File: config.mk
export PLATFORM = sky130hd
export DESIGN_NAME = imem_boot_controller_flat
export DESIGN_NICKNAME = d
export VERILOG_FILES = /design/src/rtl/imem_boot_controller_pkg.sv /design/src/rtl/imem_boot_controller_if.sv /design/src/rtl/imem_word_assembler.sv /design/src/rtl/imem_boot_controller.sv /design/src/flat_wrapper.sv
export SDC_FILE = /design/constraint.sdc
export NUM_CORES = 1
export LEC_CHECK = 0
export CAP_MARGIN = 20
export CORE_ASPECT_RATIO = 1.5
export CORE_UTILIZATION = 42
export DETAILED_ROUTE_END_ITERATION = 10
export HOLD_SLACK_MARGIN = 0.02
export PLACE_DENSITY = 0.81
export RECOVER_POWER = 50
export SYNTH_ARGS = -nofsm -noshare
export SYNTH_HDL_FRONTEND = slang
export SYNTH_SLANG_ARGS = --single-unit
File: constraint.sdc
create_clock -name clk -period 2.7 [get_ports clk]
set_clock_uncertainty 0.05 [all_clocks]
set_input_delay 0.81 -clock clk [delete_from_list [all_inputs] [get_ports clk]]
set_output_delay 0.81 -clock clk [all_outputs]
set_load 0.03 [all_outputs]
File: src/rtl/imem_boot_controller_pkg.sv
// Shared constants for the instruction-memory boot controller.
// FSM encoding, default address width and the idle instruction.
package imem_boot_controller_pkg;

  localparam int N_DEF = 8;
  localparam logic [31:0] NOP_INSTR = 32'h00000013;

  localparam logic [1:0] HALT  = 2'd0;
  localparam logic [1:0] LOAD  = 2'd1;
  localparam logic [1:0] WRITE = 2'd2;
  localparam logic [1:0] RUN   = 2'd3;

endpackage

File: src/rtl/imem_boot_controller_if.sv
// Loader, CPU fetch and instruction-memory bus bundle.
// master = controller side, slave = loader/CPU/memory side.
interface imem_boot_controller_if #(
  parameter int N = 8
);
  logic        ld_valid;
  logic [7:0]  ld_data;
  logic        ld_ready;
  logic [N-1:0] cpu_pc;
  logic [31:0] cpu_instr;
  logic        cpu_rst_n;
  logic [N-1:0] mem_a;
  logic [31:0] mem_rd;
  logic        mem_we;
  logic [31:0] mem_wd;

  modport master (
    input  ld_valid, ld_data, cpu_pc, mem_rd,
    output ld_ready, cpu_instr, cpu_rst_n,
    output mem_a, mem_we, mem_wd
  );

  modport slave (
    output ld_valid, ld_data, cpu_pc, mem_rd,
    input  ld_ready, cpu_instr, cpu_rst_n,
    input  mem_a, mem_we, mem_wd
  );
endinterface

File: src/rtl/imem_word_assembler.sv
// Packs loader bytes little-endian into a 32-bit word.
// last flags the transfer that completes the word.
module imem_word_assembler (
  input  logic        clk,
  input  logic        rst_n,
  input  logic        clr,
  input  logic        xfer,
  input  logic [7:0]  data,
  output logic [31:0] word,
  output logic        last
);
  logic [1:0] byte_cnt;

  always_ff @(posedge clk or negedge rst_n) begin
    if (!rst_n) begin
      byte_cnt <= 2'd0;
      word     <= 32'd0;
    end else if (clr) begin
      byte_cnt <= 2'd0;
    end else if (xfer) begin
      word[{byte_cnt, 3'b000} +: 8] <= data;
      byte_cnt <= byte_cnt + 2'd1;
    end
  end

  assign last = xfer && (byte_cnt == 2'd3);

endmodule

File: src/rtl/imem_boot_controller.sv
// Boot loader: streams bytes into instruction memory, then
// releases the CPU and serves its fetches from that memory.
module imem_boot_controller
  import imem_boot_controller_pkg::*;
#(
  parameter int          N   = N_DEF,
  parameter logic [31:0] NOP = NOP_INSTR
) (
  input  logic         clk,
  input  logic         rst_n,
  input  logic         boot_req,
  input  logic [N-2:0] ld_len,
  imem_boot_controller_if.master bus,
  output logic         busy,
  output logic         done,
  output logic         err
);
  localparam int W = N - 2;
  localparam logic [N-2:0] MAX_LEN = {1'b1, {W{1'b0}}};

  logic [1:0]   state;
  logic [W-1:0] word_idx;
  logic [N-2:0] len_q;
  logic [N-2:0] next_cnt;
  logic [31:0]  word;
  logic         last;
  logic         xfer;
  logic         idle;
  logic         len_ok;
  logic         boot_ok;

  assign idle     = (state == HALT) || (state == RUN);
  assign len_ok   = (ld_len != '0) && (ld_len <= MAX_LEN);
  assign boot_ok  = boot_req && idle && len_ok;
  assign xfer     = (state == LOAD) && bus.ld_valid;
  assign next_cnt = {1'b0, word_idx} + (N-1)'(1);
  assign busy     = (state == LOAD) || (state == WRITE);

  imem_word_assembler u_asm (
    .clk   (clk),
    .rst_n (rst_n),
    .clr   (boot_ok),
    .xfer  (xfer),
    .data  (bus.ld_data),
    .word  (word),
    .last  (last)
  );

  always_ff @(posedge clk or negedge rst_n) begin
    if (!rst_n) begin
      state    <= HALT;
      word_idx <= '0;
      len_q    <= '0;
      done     <= 1'b0;
      err      <= 1'b0;
    end else begin
      done <= 1'b0;
      case (state)
        HALT, RUN: begin
          if (boot_req) begin
            if (len_ok) begin
              state    <= LOAD;
              word_idx <= '0;
              len_q    <= ld_len;
              err      <= 1'b0;
            end else begin
              err <= 1'b1;
            end
          end
        end
        LOAD: begin
          if (last) state <= WRITE;
        end
        WRITE: begin
          if (next_cnt == len_q) begin
            state <= RUN;
            done  <= 1'b1;
          end else begin
            word_idx <= word_idx + W'(1);
            state    <= LOAD;
          end
        end
        default: state <= HALT;
      endcase
    end
  end

  // Fetch path is purely combinational so RUN adds no latency.
  always_comb begin
    bus.ld_ready  = (state == LOAD);
    bus.mem_we    = (state == WRITE);
    bus.mem_wd    = '0;
    bus.mem_a     = '0;
    bus.cpu_rst_n = (state == RUN);
    bus.cpu_instr = NOP;
    if (state == WRITE) begin
      bus.mem_a  = {word_idx, 2'b00};
      bus.mem_wd = word;
    end else if (state == RUN) begin
      bus.mem_a     = bus.cpu_pc;
      bus.cpu_instr = bus.mem_rd;
    end
  end

endmodule

File: src/flat_wrapper.sv
// flat-port wrapper written by rule: the top's interface ports become plain ports
module imem_boot_controller_flat import imem_boot_controller_pkg::*;
#(
  parameter int          N   = N_DEF,
  parameter logic [31:0] NOP = NOP_INSTR
)
  (clk, rst_n, boot_req, ld_len, busy, done, err, bus_ld_valid, bus_ld_data, bus_cpu_pc, bus_mem_rd, bus_ld_ready, bus_cpu_instr, bus_cpu_rst_n, bus_mem_a, bus_mem_we, bus_mem_wd);
  imem_boot_controller_if #(.N(N)) bus_i ();
  input  logic clk;
  input  logic rst_n;
  input  logic boot_req;
  input  logic [N-2:0] ld_len;
  output logic busy;
  output logic done;
  output logic err;
  input wire logic [$bits(bus_i.ld_valid)-1:0] bus_ld_valid;
  input wire logic [$bits(bus_i.ld_data)-1:0] bus_ld_data;
  input wire logic [$bits(bus_i.cpu_pc)-1:0] bus_cpu_pc;
  input wire logic [$bits(bus_i.mem_rd)-1:0] bus_mem_rd;
  output wire logic [$bits(bus_i.ld_ready)-1:0] bus_ld_ready;
  output wire logic [$bits(bus_i.cpu_instr)-1:0] bus_cpu_instr;
  output wire logic [$bits(bus_i.cpu_rst_n)-1:0] bus_cpu_rst_n;
  output wire logic [$bits(bus_i.mem_a)-1:0] bus_mem_a;
  output wire logic [$bits(bus_i.mem_we)-1:0] bus_mem_we;
  output wire logic [$bits(bus_i.mem_wd)-1:0] bus_mem_wd;
  assign bus_i.ld_valid = bus_ld_valid;
  assign bus_i.ld_data = bus_ld_data;
  assign bus_i.cpu_pc = bus_cpu_pc;
  assign bus_i.mem_rd = bus_mem_rd;
  assign bus_ld_ready = bus_i.ld_ready;
  assign bus_cpu_instr = bus_i.cpu_instr;
  assign bus_cpu_rst_n = bus_i.cpu_rst_n;
  assign bus_mem_a = bus_i.mem_a;
  assign bus_mem_we = bus_i.mem_we;
  assign bus_mem_wd = bus_i.mem_wd;
  imem_boot_controller #(.N(N), .NOP(NOP)) u_core (.clk(clk), .rst_n(rst_n), .boot_req(boot_req), .ld_len(ld_len), .bus(bus_i), .busy(busy), .done(done), .err(err));
endmodule
==> run metrics <==
CP max FO 5; #FFs+latches synth between 50 and 60; Non-Filler Instances around 580; Setup-failing EPs final 0; Top Ports ~140; worst-skew pair later-pin latency around 0.31 ns; grt ovf 0; sequential fraction of the synthesis area approximately 42%; input/output buffers 136; VDD IR max 0.000513 V; top_reg_cell synth dfrtp_1; count of final max-slew check failures 0; Tot GR Track Use between 20% and 30%; share of layout cells above drive strength 1 20.2%; TritonCTS Buffers 5; P_leak around 2.1 nW; Die Y between 100 and 150 um; commonest non-fill, non-tap cell in the layout buf_4; vias about 3000; Max Clk Rate 381 MHz; Final Hold Vio Count 0; Synth warnings 0; post-synth cell types 40; clock root cell clkbuf_8; DR WL/cell between 15 and 20 um; share of flip-flops with an asynchronous set or reset 100%; Post-Syn Area 3010 um2; ant diodes 0; unrepaired setup endpoints after global routing false; Mapped Avg Cell Area 8.27 um2; placed cells roughly 580; number of flops mapped to enable cells by yosys 0; initial core utilization approximately 44%; Clock transition at path regs 0.08 ns; setup repair bufs after CTS 0; Min Clock Period, post-route approximately 2.6 ns; most frequent cells in the layout 78 x buf_4, 58 x clkdlybuf4s50_1, 50 x dfrtp_1; initial DRC count approximately 180; routability cong. 0.862; Residual DRC 19; H-tree depth 2; Slew @ Worst Pin approximately 1.3 ns; Max clock buf depth 2; Core ar. about 7000 um2; Routed WL ~9000 um; largest net degree at the start of global routing 40; R2R setup slack approximately 0.38 ns; Hold WC Path Type reg -> reg; largest cells by area after synthesis dfrtp_1 42%, o21ai_0 7.0%, and2_1 6.7%, nand3_1 6.0%, nor2_1 5.0%; die area about 7500 um2; Post-Place Worst Slack -0.0714 ns; Num Clock Sinks slightly above 50; Rel. slew slack between 10% and 20%; R2R depth 6; Vias/cell 5.21; Mapped Cells between 300 and 400; WS Path Type reg -> out; DR pass1 iterations 9; Setup crit end kind output pin; outcome complete, but fails checks; vias in the first global route ~3000; first-pass GRT wire length roughly 14000 um; area share of the leading cell type in the synthesized netlist a little over two fifths; Die X approximately 71 um; fillcell total between 600 and 700; Area growth syn-to-layout 49.2%; initial antenna violation count 1; PwrDens approximately 860 nW/um2; WHS Path Cells 2; num rows 37; post-synth top area cell dfrtp_1; CTS tree built; CP Launch Type flip-flop; Syn Nets 433; Critical Path AT approximately 1.8 ns; Final HPWL DP between 7000 and 8000 um; failing checks DRC; max-cap violations 0; final worst-path cycle share between 90 and 100%; CP Data Required Time 1.84 ns; Final Net Count about 580; Final ANT Viol Nets 0; setup ws final 0.0760 ns
logic make-up after synthesis:
kind of cell	Yosys count	share of synthesized area (%)
muxes	4	1.33
buffers and inverters	61	9.35
DFF	51	42.4
adders and majority gates	10	4.16
and+or+nand+nor	172	28.6
xor gates and xnor gates	10	3.37
AOI/OAI and AO/OA	56	10.8
path summary, 6_finish.rpt:
kind                                                 from                           endpoint
max                           u_core.state[1]$_DFFE_PN0P_                       bus_ld_ready
min                           u_core.len_q[4]$_DFFE_PN0P_        u_core.len_q[4]$_DFFE_PN0P_
max reg2reg                u_core.word_idx[0]$_DFFE_PN0P_     u_core.word_idx[4]$_DFFE_PN0P_
min reg2reg                   u_core.len_q[4]$_DFFE_PN0P_        u_core.len_q[4]$_DFFE_PN0P_
max in group asynchronous                           rst_n     u_core.word_idx[2]$_DFFE_PN0P_
min in group asynchronous                           rst_n  u_core.u_asm.word[19]$_DFFE_PN0P_
cell usage after synthesis, types with 2 or more instances:
cell	number
mux2i_1	4
nand2b_1	3
xnor2_1	5
xor2_1	4
nand2_1	35
nor2_1	40
a21oi_1	2
a22o_1	4
or2_1	2
or3_1	2
o21ai_0	42
buf_2	6
clkbuf_1	9
inv_1	39
nand3_1	36
nor3b_1	3
and2_1	32
dfrtp_1	51
and3_1	5
ha_1	10
nor3_1	6
buf_6	6
where the power goes:
part / internal [mW] / switching [mW] / total [mW]
clock network: 0.173 / 0.235 / 0.408
logic: 0.918 / 1.28 / 2.19
registers: 1.06 / 0.190 / 1.25
total: 2.16 / 1.70 / 3.86
layer usage:
| metal | GRT usage, % | share of wire (%) |
|---|---|---|
| met1 | 25.5 | 34 |
| met4 | 11.9 | 3.2 |
| met2 | 44.2 | 52 |
| met3 | 7.27 | 11 |
| met5 | 0 | 0.15 |
final cells by class:
| class | instances | area [um2] | area share [%] |
|---|---|---|---|
| Tap cell | 78 | 97.6 | 2.17 |
| Sequential cell | 51 | 1280 | 28.4 |
| Timing Repair Buffer | 156 | 1440 | 32.0 |
| Inverter | 40 | 150 | 3.34 |
| Clock buffer | 6 | 72.6 | 1.62 |
| Multi-Input combinational cell | 252 | 1460 | 32.4 |
registers in the layout, indices dropped and copies added (netlist names):
name	flops
u_core.len_q	7
u_core.u_asm.byte_cnt	2
u_core.u_asm.word	32
u_core.done	1
u_core.err	1
u_core.word_idx	6
u_core.state	2
worst max-delay path, stage by stage (launching register included):
cell and delay, ns:
dfrtp_1 0.43, inv_1 0.10, ha_1 0.23, clkdlybuf4s50_1 0.70
stage by stage:
stage	setup TNS, ns	hold WS, ns	power [mW]	area, um2	util, %
after detailed placement	-0.192	0.437	3.43	4400	63.8
after global placement	-0.0657	0.423	3.37	4400	63.8
after floorplan	0	0.408	2.62	3010	-
final	0	0.452	3.86	4490	65.1
after CTS	0	0.434	3.85	4480	64.9
after global routing	0	0.492	4.15	4490	65.1
timing repair:
item                                    4_1_cts  5_1_grt
endpoints found under the setup margin       26       40
hold buffers                                  0        0
gates resized for setup                       5        4
cloned                                        0        1
Power figures use the tool's default switching activity.
